--- src/rtl/rob_commit.sv ---
// rtl/rob_commit.sv - reorder-buffer retirement: head/tail/count ownership and in-order commit
module rob_commit #(
  parameter int ROB_SIZE = 16,
  parameter int TAG_W    = $clog2(ROB_SIZE) + 1,
  parameter int DATA_W   = 32,
  parameter int REG_W    = 5
) (
  input  logic              i_clk,
  input  logic              i_reset,
  input  logic              i_rob_increment,
  input  logic              i_head_ready,
  input  logic              i_head_regwr,
  input  logic              i_head_memwr,
  input  logic              i_head_ecall,
  input  logic              i_head_unsupported,
  input  logic              i_head_mispredict,
  input  logic [REG_W-1:0]  i_head_rd,
  input  logic [DATA_W-1:0] i_head_value,
  input  logic [TAG_W-1:0]  i_map_tag_of_rd,
  input  logic              i_st_ack,
  output logic [TAG_W-1:0]  o_rob_head,
  output logic [TAG_W-1:0]  o_rob_tail,
  output logic [TAG_W-1:0]  o_rob_count,
  output logic              o_rf_we,
  output logic [REG_W-1:0]  o_rf_waddr,
  output logic [DATA_W-1:0] o_rf_wdata,
  output logic              o_mt_clear,
  output logic              o_st_commit,
  output logic              o_flush,
  output logic [DATA_W-1:0] o_redirect_pc,
  output logic              o_retired,
  output logic              o_halted
);

  localparam logic [TAG_W-1:0] LP_SIZE = TAG_W'(ROB_SIZE);
  localparam logic [TAG_W-1:0] LP_ONE  = TAG_W'(1);

  typedef enum logic [1:0] {
    ST_RUN        = 2'd0,
    ST_STORE_WAIT = 2'd1,
    ST_HALT       = 2'd2
  } state_t;

  // Tags are 1-based, so the pointer wraps from ROB_SIZE back to 1
  function automatic logic [TAG_W-1:0] f_next(input logic [TAG_W-1:0] p);
    return (p == LP_SIZE) ? LP_ONE : p + LP_ONE;
  endfunction

  state_t              r_state;
  state_t              w_state_nxt;
  logic [TAG_W-1:0]    r_head;
  logic [TAG_W-1:0]    r_tail;
  logic [TAG_W-1:0]    r_count;
  logic                r_rf_we;
  logic [REG_W-1:0]    r_rf_waddr;
  logic [DATA_W-1:0]   r_rf_wdata;
  logic                r_mt_clear;
  logic                r_st_commit;
  logic                r_flush;
  logic [DATA_W-1:0]   r_redirect_pc;
  logic                r_retired;
  logic                r_halted;

  logic                w_head_valid;
  logic                w_wr_ok;
  logic                w_tag_match;
  logic                w_alloc;
  logic                w_retire;
  logic                w_rf_we_nxt;
  logic [REG_W-1:0]    w_rf_waddr_nxt;
  logic [DATA_W-1:0]   w_rf_wdata_nxt;
  logic                w_mt_clear_nxt;
  logic                w_st_commit_nxt;
  logic                w_flush_nxt;
  logic [DATA_W-1:0]   w_redirect_pc_nxt;
  logic                w_halted_nxt;

  assign w_head_valid = (r_count != '0) && i_head_ready;
  // x0 is hard-wired zero, so it is never written and never has a map entry to release
  assign w_wr_ok      = i_head_regwr && (i_head_rd != '0);
  // Only release the mapping if no younger instruction has since claimed the register
  assign w_tag_match  = (i_map_tag_of_rd == r_head);
  // A full ROB silently drops the allocation request
  assign w_alloc      = i_rob_increment && (r_count != LP_SIZE);

  // State register
  always_ff @(posedge i_clk or negedge i_reset) begin
    if (!i_reset) begin
      r_state <= ST_RUN;
    end else begin
      r_state <= w_state_nxt;
    end
  end

  // Next-state decision from the head entry and the LSQ handshake
  always_comb begin
    w_state_nxt = r_state;
    case (r_state)
      ST_RUN: begin
        if (w_head_valid) begin
          if (i_head_ecall || i_head_unsupported) begin
            w_state_nxt = ST_HALT;
          end else if (i_head_mispredict) begin
            w_state_nxt = ST_RUN;
          end else if (i_head_memwr) begin
            w_state_nxt = ST_STORE_WAIT;
          end
        end
      end
      ST_STORE_WAIT: begin
        if (i_st_ack) begin
          w_state_nxt = ST_RUN;
        end
      end
      ST_HALT: w_state_nxt = ST_HALT;
      default: w_state_nxt = ST_RUN;
    endcase
  end

  // Next values of the registered commit outputs; pulses default low, data fields hold
  always_comb begin
    w_retire          = 1'b0;
    w_rf_we_nxt       = 1'b0;
    w_rf_waddr_nxt    = r_rf_waddr;
    w_rf_wdata_nxt    = r_rf_wdata;
    w_mt_clear_nxt    = 1'b0;
    w_st_commit_nxt   = 1'b0;
    w_flush_nxt       = 1'b0;
    w_redirect_pc_nxt = r_redirect_pc;
    w_halted_nxt      = r_halted;
    case (r_state)
      ST_RUN: begin
        if (w_head_valid) begin
          if (i_head_ecall || i_head_unsupported) begin
            w_retire     = 1'b1;
            w_halted_nxt = 1'b1;
          end else if (i_head_mispredict) begin
            w_retire          = 1'b1;
            w_flush_nxt       = 1'b1;
            w_redirect_pc_nxt = i_head_value;
            if (w_wr_ok) begin
              w_rf_we_nxt    = 1'b1;
              w_rf_waddr_nxt = i_head_rd;
              w_rf_wdata_nxt = i_head_value;
              w_mt_clear_nxt = w_tag_match;
            end
          end else if (i_head_memwr) begin
            w_st_commit_nxt = 1'b1;
          end else begin
            w_retire = 1'b1;
            if (w_wr_ok) begin
              w_rf_we_nxt    = 1'b1;
              w_rf_waddr_nxt = i_head_rd;
              w_rf_wdata_nxt = i_head_value;
              w_mt_clear_nxt = w_tag_match;
            end
          end
        end
      end
      ST_STORE_WAIT: begin
        // Keep offering the store until the LSQ takes it, then retire it
        w_st_commit_nxt = !i_st_ack;
        w_retire        = i_st_ack;
      end
      default: begin
        w_retire = 1'b0;
      end
    endcase
  end

  // Pointer/count bookkeeping; a flush empties the ROB and drops any same-cycle allocation
  always_ff @(posedge i_clk or negedge i_reset) begin
    if (!i_reset) begin
      r_head  <= LP_ONE;
      r_tail  <= LP_ONE;
      r_count <= '0;
    end else if (w_flush_nxt) begin
      r_head  <= LP_ONE;
      r_tail  <= LP_ONE;
      r_count <= '0;
    end else begin
      if (w_retire) r_head <= f_next(r_head);
      if (w_alloc)  r_tail <= f_next(r_tail);
      case ({w_alloc, w_retire})
        2'b10:   r_count <= r_count + LP_ONE;
        2'b01:   r_count <= r_count - LP_ONE;
        default: r_count <= r_count;
      endcase
    end
  end

  // Output registers
  always_ff @(posedge i_clk or negedge i_reset) begin
    if (!i_reset) begin
      r_rf_we       <= 1'b0;
      r_rf_waddr    <= '0;
      r_rf_wdata    <= '0;
      r_mt_clear    <= 1'b0;
      r_st_commit   <= 1'b0;
      r_flush       <= 1'b0;
      r_redirect_pc <= '0;
      r_retired     <= 1'b0;
      r_halted      <= 1'b0;
    end else begin
      r_rf_we       <= w_rf_we_nxt;
      r_rf_waddr    <= w_rf_waddr_nxt;
      r_rf_wdata    <= w_rf_wdata_nxt;
      r_mt_clear    <= w_mt_clear_nxt;
      r_st_commit   <= w_st_commit_nxt;
      r_flush       <= w_flush_nxt;
      r_redirect_pc <= w_redirect_pc_nxt;
      r_retired     <= w_retire;
      r_halted      <= w_halted_nxt;
    end
  end

  assign o_rob_head    = r_head;
  assign o_rob_tail    = r_tail;
  assign o_rob_count   = r_count;
  assign o_rf_we       = r_rf_we;
  assign o_rf_waddr    = r_rf_waddr;
  assign o_rf_wdata    = r_rf_wdata;
  assign o_mt_clear    = r_mt_clear;
  assign o_st_commit   = r_st_commit;
  assign o_flush       = r_flush;
  assign o_redirect_pc = r_redirect_pc;
  assign o_retired     = r_retired;
  assign o_halted      = r_halted;

endmodule

--- config.mk ---
export PLATFORM = sky130hd
export DESIGN_NAME = rob_commit
export DESIGN_NICKNAME = d
export VERILOG_FILES = /design/src/rtl/rob_commit.sv
export SDC_FILE = /design/constraint.sdc
export NUM_CORES = 1
export LEC_CHECK = 0
export CAP_MARGIN = 30
export CORE_ASPECT_RATIO = 1.4
export CORE_UTILIZATION = 41
export DETAILED_ROUTE_END_ITERATION = 8
export PLACE_DENSITY = 0.77
export REMOVE_ABC_BUFFERS = 1
export SLEW_MARGIN = 20
export SYNTH_ARGS = -nofsm -noshare
export SYNTH_HDL_FRONTEND = slang
export SYNTH_SLANG_ARGS = --single-unit
--- constraint.sdc ---
create_clock -name i_clk -period 2.6 [get_ports i_clk]
set_input_delay 0.65 -clock i_clk [delete_from_list [all_inputs] [get_ports i_clk]]
set_output_delay 0.65 -clock i_clk [all_outputs]
set_load 0.005 [all_outputs]
Word level (Yosys, flattened, before mapping)

Index checks and enable logic that the tools add are counted.

Register bits after elaboration: 92
Word-level logic and storage cells: 91
Output and inout bits: 90
Bits of input ports: 52

Equality and inequality tests: 12
Bitwise gates (word level): 1
Reduce and logical (&&, ||, !) cells: 15
Add/sub/neg operators: 4
Muxes and demuxes: 46

Operator list:

| cell                | count |
|---|---|
| $mux 32             | 3 |
| $mux 5              | 10 |
| $mux 1              | 24 |
| $add 5x1->5 const B | 3 |
| $eq 5x5->1 const B  | 2 |
| $mux 2              | 5 |
| $pmux 5 s2          | 1 |
| $reduce_bool 5->1   | 2 |
| $reduce_and 4->1    | 2 |
| $pmux 2 s3          | 1 |
| $reduce_and 3->1    | 2 |
| $eq 5x5->1          | 1 |
| $ne 5x5->1 const B  | 1 |
| $sub 5x1->5 const B | 1 |
| $eq 2x1->1 const B  | 2 |
| $eq 2x2->1 const B  | 2 |
| $ne 2x2->1 const B  | 2 |
| $ne 4x4->1 const B  | 1 |
| $pmux 1 s2          | 2 |
| $reduce_bool 2->1   | 2 |
| $logic_and 1x1->1   | 3 |
| $reduce_bool 3->1   | 1 |
| $logic_not 2->1     | 1 |
| $ne 2x1->1 const B  | 1 |
| other kinds (3)     | 3 |

Logic depth before layout (Yosys ltp)

Gate-level depths: netlist of run 1.

Word-level depth: 8
Gate-level depth with buffers: 13
Gate-level depth less buffers: 12

Worst setup path before layout of run 1

No wires, ideal clock.

Path type: input-to-reg
From: in i_head_mispredict
To: reg r_count[4], in the netlist o_rob_count[4]
Path buffers: 0
Data required time: 2521 ps
Library setup time: 79 ps
Stages: 11
Arrival time: 2652 ps
Setup slack: -132 ps
Cell sequence: or4b_1 -> o211ai_2 -> and2_4 -> inv_2 -> nand2b_4 -> inv_4 -> ha_1 -> a21o_1 -> a21oi_1 -> mux2i_1 -> mux2i_1

Word-level cells in the longest chain between the ends: 7
Elaborated cells between the ends (all ways): 13
Those cells by class: eq/ne (2); mux (10); reduce/logical (1)

Ends and longest elaborated chain:

| what                                     | line | source |
|---|---|---|
| start: declaration                       | 16   | `input logic i_head_mispredict,` |
| $mux 1 *                                 | 137  | `end else if (i_head_mispredict) begin` |
| $mux 1 *                                 | 134  | `if (i_head_ecall \|\| i_head_unsupported) begin` |
| $mux 1 *                                 | 133  | `if (w_head_valid) begin` |
| $pmux 1 s2 *                             | 131  | `case (r_state)` |
| net w_retire                             | 68   | `logic w_retire;` |
| $eq 2x1->1 or $eq 2x2->1 (tied branches) | 184  | `case ({w_alloc, w_retire})` |
| $pmux 5 s2                               | 184  |  |
| $mux 5                                   | 177  | `end else if (w_flush_nxt) begin` |
| end signal: assignment                   | 185  | `2'b10: r_count <= r_count + LP_ONE;` |
| end signal: assignment                   | 186  | `2'b01: r_count <= r_count - LP_ONE;` |
| end signal: assignment                   | 187  | `default: r_count <= r_count;` |
| end: declaration                         | 53   | `logic [TAG_W-1:0] r_count;` |

Mark *: on every way through the listed nets, which the timed path passes. The rest lies on a longest branch.
A chain may end at the register's enable or synchronous reset.

Final worst setup path of run 1

Ends and elaborated chain as after synthesis.

==> summary.md, run 1 <==
| Metric | Value |
|---|---|
| Status | `finished, final reports clean` |
| Fin Clk Skew | `just under 4 ps` |
| Reg2reg path depth | `11` |
| Sequential share of power | `between 40% and 50%` |
| Max Slew Vio Count | `0` |
| Critical path cell sequence | `clkdlybuf4s15_1, or4b_4, o211ai_2, and2_4, inv_4, nand2b_4, inv_4, ha_4, a21o_1, a21oi_2, mux2i_1, mux2i_1` |
| Startpoint Class | `input pin` |
| Switch Pwr | `0.00118 W` |
| Design area | `0.00615 mm^2` |
| Post-synth ARST share | `100%` |
| CTS tree | `yes` |
| VDD IR max | `0.000453 V` |
| Gate count after technology mapping | `~360` |
| Most frequent cell after synthesis | `nand2_1` |
| Syn Area/Cell | `11.1 um^2` |
| Switching part of the total | `26.6%` |
| RSZ-0062 raised after global routing | `yes` |
| Number of H-tree levels | `3` |
| Tightest Pin Transition | `about 540 ps` |
| # port buffers | `141` |
| Total power | `~0.0044 W` |
| Pleak | `between 2 and 3 nW` |
| Via count | `between 3000 and 4000` |
| Hold buffers post-CTS | `0` |
| Die ar. | `0.0102 mm^2` |
| Num ports | `approximately 140` |
| CP max-delay cell | `or4b_4` |
| Vias in the first global route | `3501` |
| Die width | `between 80 and 90 um` |
| CTS sink cnt | `92` |
| Power Dens Cells | `724 mW/mm^2` |
| Largest net degree at the start of global routing | `51` |
| Grt ovf | `0` |
| Reg2reg setup slack | `100 ps` |
| Internal Pwr Total | `0.00327 W` |
| Final setup viols | `0` |
| Iter 0 DRT Violations | `185` |
| Max-capacitance violation count | `0` |
| Clock Root Buffer | `clkbuf_16` |
| Number of CTS-inserted buffers | `9` |
| Req. time, crit path | `2860 ps` |
| Drt drc | `0` |
| Post-synthesis sequential area ratio | `between 50% and 60%` |
| Synthesized area | `0.00402 mm^2` |
| Worst-Skew Late Latency | `330 ps` |
| GRT met2 Usage | `37.3%` |
| Leading area contributor after synthesis | `dfrtp_1` |
| Antenna cells | `0` |
| Final Hold Viols | `0` |
| Row count | `42` |
| WL per Instance | `15.5 um` |
| Clk buf depth | `2` |
| Relative slew slack | `63.6%` |
| Detailed Routing Iterations Pass 1 | `4` |
| Die height | `119 um` |
| Power share of the clock group | `32.7%` |
| EDFF count, synth | `0` |
| WL final | `about 10000 um` |
| Clock-pin slew of the registers on the worst-case setup and hold paths | `60 ps` |
| Initial Util | `42.3%` |
| Unique masters post-synth | `49` |
| Ys flop type | `dfrtp_1` |
| DR vias/cell | `4.94` |
| Seq cells post-synth | `92` |
| Placed Area | `approximately 0.0057 mm^2` |
| Worst R2R End | `o_rob_count[4]` |
| Syn. warnings | `0` |
| Routability cong. | `between 0.8 and 0.9` |
| Setup Crit Path Kind | `in -> reg` |
| Combinational power share | `26.6%` |
| Global route hottest layer | `met2` |
| Setup crit start | `i_head_mispredict` |
| Top-area cell type share of the netlist area | `56.0%` |
| Fraction of layout instances using a drive strength above 1 | `19.7%` |
| Cell count after placement | `645` |
| Finished Layout Cells | `664` |
| Final Util | `64.6%` |
| Worst EP arrival | `roughly 2800 ps` |
| Min Tclk post-route | `2510 ps` |
| Post-synth top cells | `109 x nand2_1, 90 x dfrtp_1, 27 x mux2_2` |
| Layout Nets | `approximately 600` |
| Hold Path Class | `in -> async` |
| Worst-path fanout max | `5` |
| RR Startpoint | `o_rob_count[3]` |
| GRT Total Usage | `a little over a fifth` |
| Synth area leaders | `dfrtp_1 56%, nand2_1 10%, mux2_2 7.6%` |
| Critical Path End | `o_rob_count[4]` |
| M3 GR Usage | `~5.4%` |
| Core area | `between 0.009 and 0.01 mm^2` |
| Fillers | `around 750` |
| Fin crit share | `96.4%` |
| ANT nets after route | `0` |
| Initial antenna violation count | `0` |
| Detailed placement HPWL | `around 7300 um` |
| Syn-to-layout area delta | `52.9%` |
| Max stage delay on crit path | `530 ps` |
| Routing usage on met1 | `a little under a quarter` |
| Setup crit end kind | `register` |
| Global-route wire length before repair | `16700 um` |
| Hold Slack | `185 ps` |
| Max Fclk | `0.399 GHz` |
[area by class of cell]
cell class                      count  area (um^2)  area share (%)
Inverter                           12         50.0           0.814
Multi-Input combinational cell    241         1640            26.6
Clock inverter                      3         67.6            1.10
Sequential cell                    92         2300            37.5
Tap cell                          132          165            2.69
Timing Repair Buffer              171         1660            26.9
Clock buffer                       13          270            4.40
[cell families (layout without fill, tap and decap cells)]
family | count (synthesis) | after routing | share of synthesized area [%]
adder cells (fa/ha/maj) | 8 | 8 | 2.68
buffers and inverters | 29 | 199 | 3.36
flip-flops | 92 | 92 | 57.3
XOR/XNOR | 8 | 8 | 1.74
multiplexers | 39 | 39 | 11.8
AND/OR/NAND/NOR | 153 | 153 | 17.0
AO/OA/AOI/OAI | 33 | 33 | 6.13
[critical path, delay by kind of cell]
kind / cells / cell delay, ps
AOI/OAI and AO/OA: 3 / 390
and+or+nand+nor: 3 / 800
buffers and inverters: 3 / 290
adders and majority gates: 1 / 220
muxes: 2 / 410
[worst min-delay path by stage]
stage / to / slack (ps) / cells after the start
floorplan: o_flush / 350 / 0
global placement: o_halted / 450 / 1
detailed placement: o_halted / 450 / 1
CTS: r_state[0] / 180 / 1
global route: r_state[0] / 200 / 1
finish: r_state[0] / 190 / 1
[flip-flops by register name, indices dropped and copies added (netlist names)]
signal and count:
r_state 2, o_rob_count 5, o_mt_clear 1, o_rf_waddr 5, o_rf_we 1, o_flush 1
o_rob_tail 5, o_halted 1, o_st_commit 1, o_redirect_pc 32, o_rob_head 5, o_retired 1
o_rf_wdata 32
[metrics by stage]
step	setup WS (ps)	setup TNS, ps
finish	94.0	0
global route	-84.0	-94.1
CTS	29.8	0
detailed placement	-644	-3200
global placement	-576	-2870
floorplan	-3180	-123610
[timing repair]
action	in CTS	in global routing
pin swaps	1	6
setup endpoints to repair	3	2
gates resized for setup	8	9
cloned	0	0
buffers inserted	1	2
[power by group through the flow]
stage | sequential (W) | clock (W) | combinational (W)
CTS | 0.00181 | 0.00148 | 0.00117
floorplan | 0.00183 | 0 | 0.000430
global placement | 0.00182 | 0 | 0.00111
finish | 0.00181 | 0.00145 | 0.00118
global route | 0.00184 | 0.00153 | 0.00130
detailed placement | 0.00183 | 0 | 0.00115
[cells in the final DEF, fill, tap and decap left out, types with 3 or more instances in the layout]
master / instances
nand3_1: 3
o21ai_0: 7
xnor2_1: 4
a21o_1: 4
nand3b_1: 4
dfrtp_1: 90
o211ai_1: 3
o21a_1: 3
ha_1: 5
nor2_1: 10
clkdlybuf4s50_1: 135
clkbuf_8: 3
mux2_4: 10
mux2_2: 27
inv_1: 9
nor3_1: 7
a21oi_1: 6
nand2_1: 109
nand4b_1: 3
buf_4: 29
xor2_1: 4
clkbuf_16: 9
[metal layers]
layer / share of wire [%] / vias up / wire (um)
li1: - / 1535 / -
met1: 38 / 1608 / 3950
met2: 53 / 109 / 5460
met3: 5.5 / 25 / 563
met4: 2.9 / 0 / 297
met5: 0 / - / 0
Power figures use the tool's default switching activity.
==> run 2: changes to the inputs <==
Settings changed: CAP_MARGIN 30 to 0, CTS_BUF_LIST from default to sky130_fd_sc_hd__clkbuf_4 sky130_fd_sc_hd__clkbuf_8 sky130_fd_sc_hd__clkbuf_16.
==> run 2 against run 1 <==
Compared with the run above:
- register-to-register slack barely moved
- count of clock-buffer cells in the layout unchanged
- combinational power hardly changed
- sequential share of layout area hardly changed
- sequential power is essentially flat
- sequential cell count unchanged
- utilization about the same
- final cell count unchanged
- via count is 0.40% higher
- critical endpoint unchanged
- first-iteration DRC count shrank 3.2%
- worst setup slack better by 2.3 ps
- cell area is essentially flat
==> summary.md, run 2 (same netlist as run 1, synthesis figures left out) <==
| Metric | Value |
|---|---|
| Status | `finished, final reports clean (unchanged)` |
| Routability cong. | `0.881 (unchanged)` |
| ANT nets after route | `0 (unchanged)` |
| CP max-delay cell | `or4b_4 (unchanged)` |
| Vias in the first global route | `3505 (was 3501)` |
| Tightest Pin Transition | `524 ps (was 541 ps)` |
| Max-capacitance violation count | `0 (unchanged)` |
| Fin crit share | `96.3% (was 96.4%)` |
| WL final | `10300 um (about the same)` |
| Setup crit end kind | `register (unchanged)` |
| Max Slew Vio Count | `0 (unchanged)` |
| Critical Path End | `o_rob_count[4] (unchanged)` |
| GRT Total Usage | `21.2% (was 21.1%)` |
| RR Startpoint | `o_rob_count[3] (unchanged)` |
| Grt ovf | `0 (unchanged)` |
| WL per Instance | `15.5 um (about the same)` |
| RSZ-0062 raised after global routing | `yes (unchanged)` |
| Die width | `85.7 um (unchanged)` |
| Power share of the clock group | `32.8% (was 32.7%)` |
| Switch Pwr | `0.00118 W (about the same)` |
| Global-route wire length before repair | `16700 um (about the same)` |
| Fraction of layout instances using a drive strength above 1 | `19.9% (was 19.7%)` |
| Design area | `0.00615 mm^2 (about the same)` |
| Setup Crit Path Kind | `in -> reg (unchanged)` |
| Clk buf depth | `2 (unchanged)` |
| Startpoint Class | `input pin (unchanged)` |
| Detailed Routing Iterations Pass 1 | `5 (was 4)` |
| Sum of buffers and inverters on the critical path | `3 (unchanged)` |
| Multi-input gate area | `0.00164 mm^2 (unchanged)` |
| Clock Root Buffer | `clkbuf_16 (unchanged)` |
| Storage cell area | `0.00230 mm^2 (unchanged)` |
| Syn-to-layout area delta | `53.0% (was 52.9%)` |
| Placed Area | `0.00574 mm^2 (unchanged)` |
| Iter 0 DRT Violations | `179 (was 185)` |
| Core area | `0.00951 mm^2 (unchanged)` |
| Via count | `3290 (was 3277)` |
| Sequential share of power | `40.7% (about the same)` |
| VDD IR max | `0.000446 V (was 0.000453 V)` |
| Clock-pin slew of the registers on the worst-case setup and hold paths | `60 ps (about the same)` |
| Max Fclk | `0.399 GHz (about the same)` |
| Worst R2R End | `o_rob_count[4] (unchanged)` |
| Pleak | `2.91 nW (about the same)` |
| Layout Nets | `587 (unchanged)` |
| Power Dens Cells | `724 mW/mm^2 (about the same)` |
| Die ar. | `0.0102 mm^2 (unchanged)` |
| Top Family by Delay on Critical Path | `simple AND/OR/NAND/NOR gates (unchanged)` |
| Hold Path Class | `in -> async (unchanged)` |
| Fillers | `751 (was 748)` |
| Switching part of the total | `26.4% (was 26.6%)` |
| Row count | `42 (unchanged)` |
| Final Hold Viols | `0 (unchanged)` |
| CTS tree | `yes (unchanged)` |
| Min Tclk post-route | `2500 ps (was 2510 ps)` |
| Reg2reg setup slack | `100 ps (about the same)` |
| Initial antenna violation count | `0 (unchanged)` |
| Max stage delay on crit path | `530 ps (about the same)` |
| Die height | `119 um (unchanged)` |
| Antenna cells | `0 (unchanged)` |
| DR vias/cell | `4.95 (was 4.94)` |
| Worst-Skew Late Latency | `330 ps (about the same)` |
| Internal Pwr Total | `0.00328 W (was 0.00327 W)` |
| Largest net degree at the start of global routing | `51 (unchanged)` |
| Worst-path fanout max | `5 (unchanged)` |
| Relative slew slack | `64.7% (was 63.6%)` |
| Worst EP arrival | `2760 ps (was 2770 ps)` |
| # port buffers | `141 (unchanged)` |
| Drt drc | `0 (unchanged)` |
| Final setup TNS | `0 ps (unchanged)` |
| Detailed placement HPWL | `7350 um (unchanged)` |
| Initial Util | `42.3% (unchanged)` |
| CTS sink cnt | `92 (unchanged)` |
| Fin Clk Skew | `5.10 ps (was 3.93 ps)` |
| Most common cell after layout, fill and taps aside | `clkdlybuf4s50_1 (unchanged)` |
| Reg2reg path depth | `11 (unchanged)` |
| Critical path cell sequence | `clkdlybuf4s15_1, or4b_4, o211ai_2, and2_4, inv_4, nand2b_4, inv_4, ha_4, a21o_1, a21oi_2, mux2i_1, mux2i_1 (unchanged)` |
| Setup crit start | `i_head_mispredict (unchanged)` |
| Most frequent cells in the layout | `135 x clkdlybuf4s50_1, 109 x nand2_1, 90 x dfrtp_1 (unchanged)` |
| Req. time, crit path | `2860 ps (about the same)` |
| Number of CTS-inserted buffers | `9 (unchanged)` |
| Number of H-tree levels | `3 (unchanged)` |
| Combinational power share | `26.5% (was 26.6%)` |
| Final setup viols | `0 (unchanged)` |
| CP Depth | `12 (unchanged)` |
| Num ports | `142 (unchanged)` |
==> run 2: cell counts in the layout (fill, tap and decap cells not counted) <==
No cell type changed its count.
==> run 2: area by class of cell <==
class                   instances  area share [%]
clock buffers                  13            4.45
clock inverters                 3            1.10
inverters                      12           0.814
multi-input cells             241            26.6
flip-flops and latches         92            37.5
well taps                     132            2.68
repair buffers                171            26.9
==> run 2: stage by stage <==
step                util (%)  worst slack (ps)  power (W)  instances  hold slack (ps)
floorplan                  -             -3180    0.00226        345              354
global placement        60.4              -576    0.00294        645              451
detailed placement      60.4              -644    0.00298        645              453
CTS                     64.3              29.8    0.00447        662              180
global route            64.7             -84.0    0.00468        664              197
finish                  64.7              96.3    0.00445        664              187
==> run 2: layer usage <==
metal	GRT usage (%)	up-vias	wire length [um]	part of all wire (%)
li1	-	1533	-	-
met2	37.4	112	5490	53
met5	0	-	0	0
met1	23.8	1616	3900	38
met3	5.54	29	565	5.5
met4	8.96	0	308	3.0
==> run 2: repair_timing <==
item / in CTS / in global routing
resized for setup: 8 / 9
hold buffers: 0 / 0
setup endpoints to repair: 3 / 2
pin swaps: 1 / 6
buffers inserted: 1 / 2
==> run 2: worst min path at each step <==
stage	slack, ps	cells past startpoint	end
6_report	190	1	r_state[0]
5_1_grt	200	1	r_state[0]
4_1_cts	180	1	r_state[0]
3_5_place_dp	450	1	o_halted
3_3_place_gp	450	1	o_halted
2_1_floorplan	350	0	o_flush
==> run 2: power by group through the flow <==
stage / Combinational (W) / Sequential (W) / Clock, W
detailed placement: 0.00115 / 0.00183 / 0
global route: 0.00130 / 0.00184 / 0.00154
floorplan: 0.000430 / 0.00183 / 0
CTS: 0.00117 / 0.00181 / 0.00149
global placement: 0.00111 / 0.00182 / 0
finish: 0.00118 / 0.00181 / 0.00146
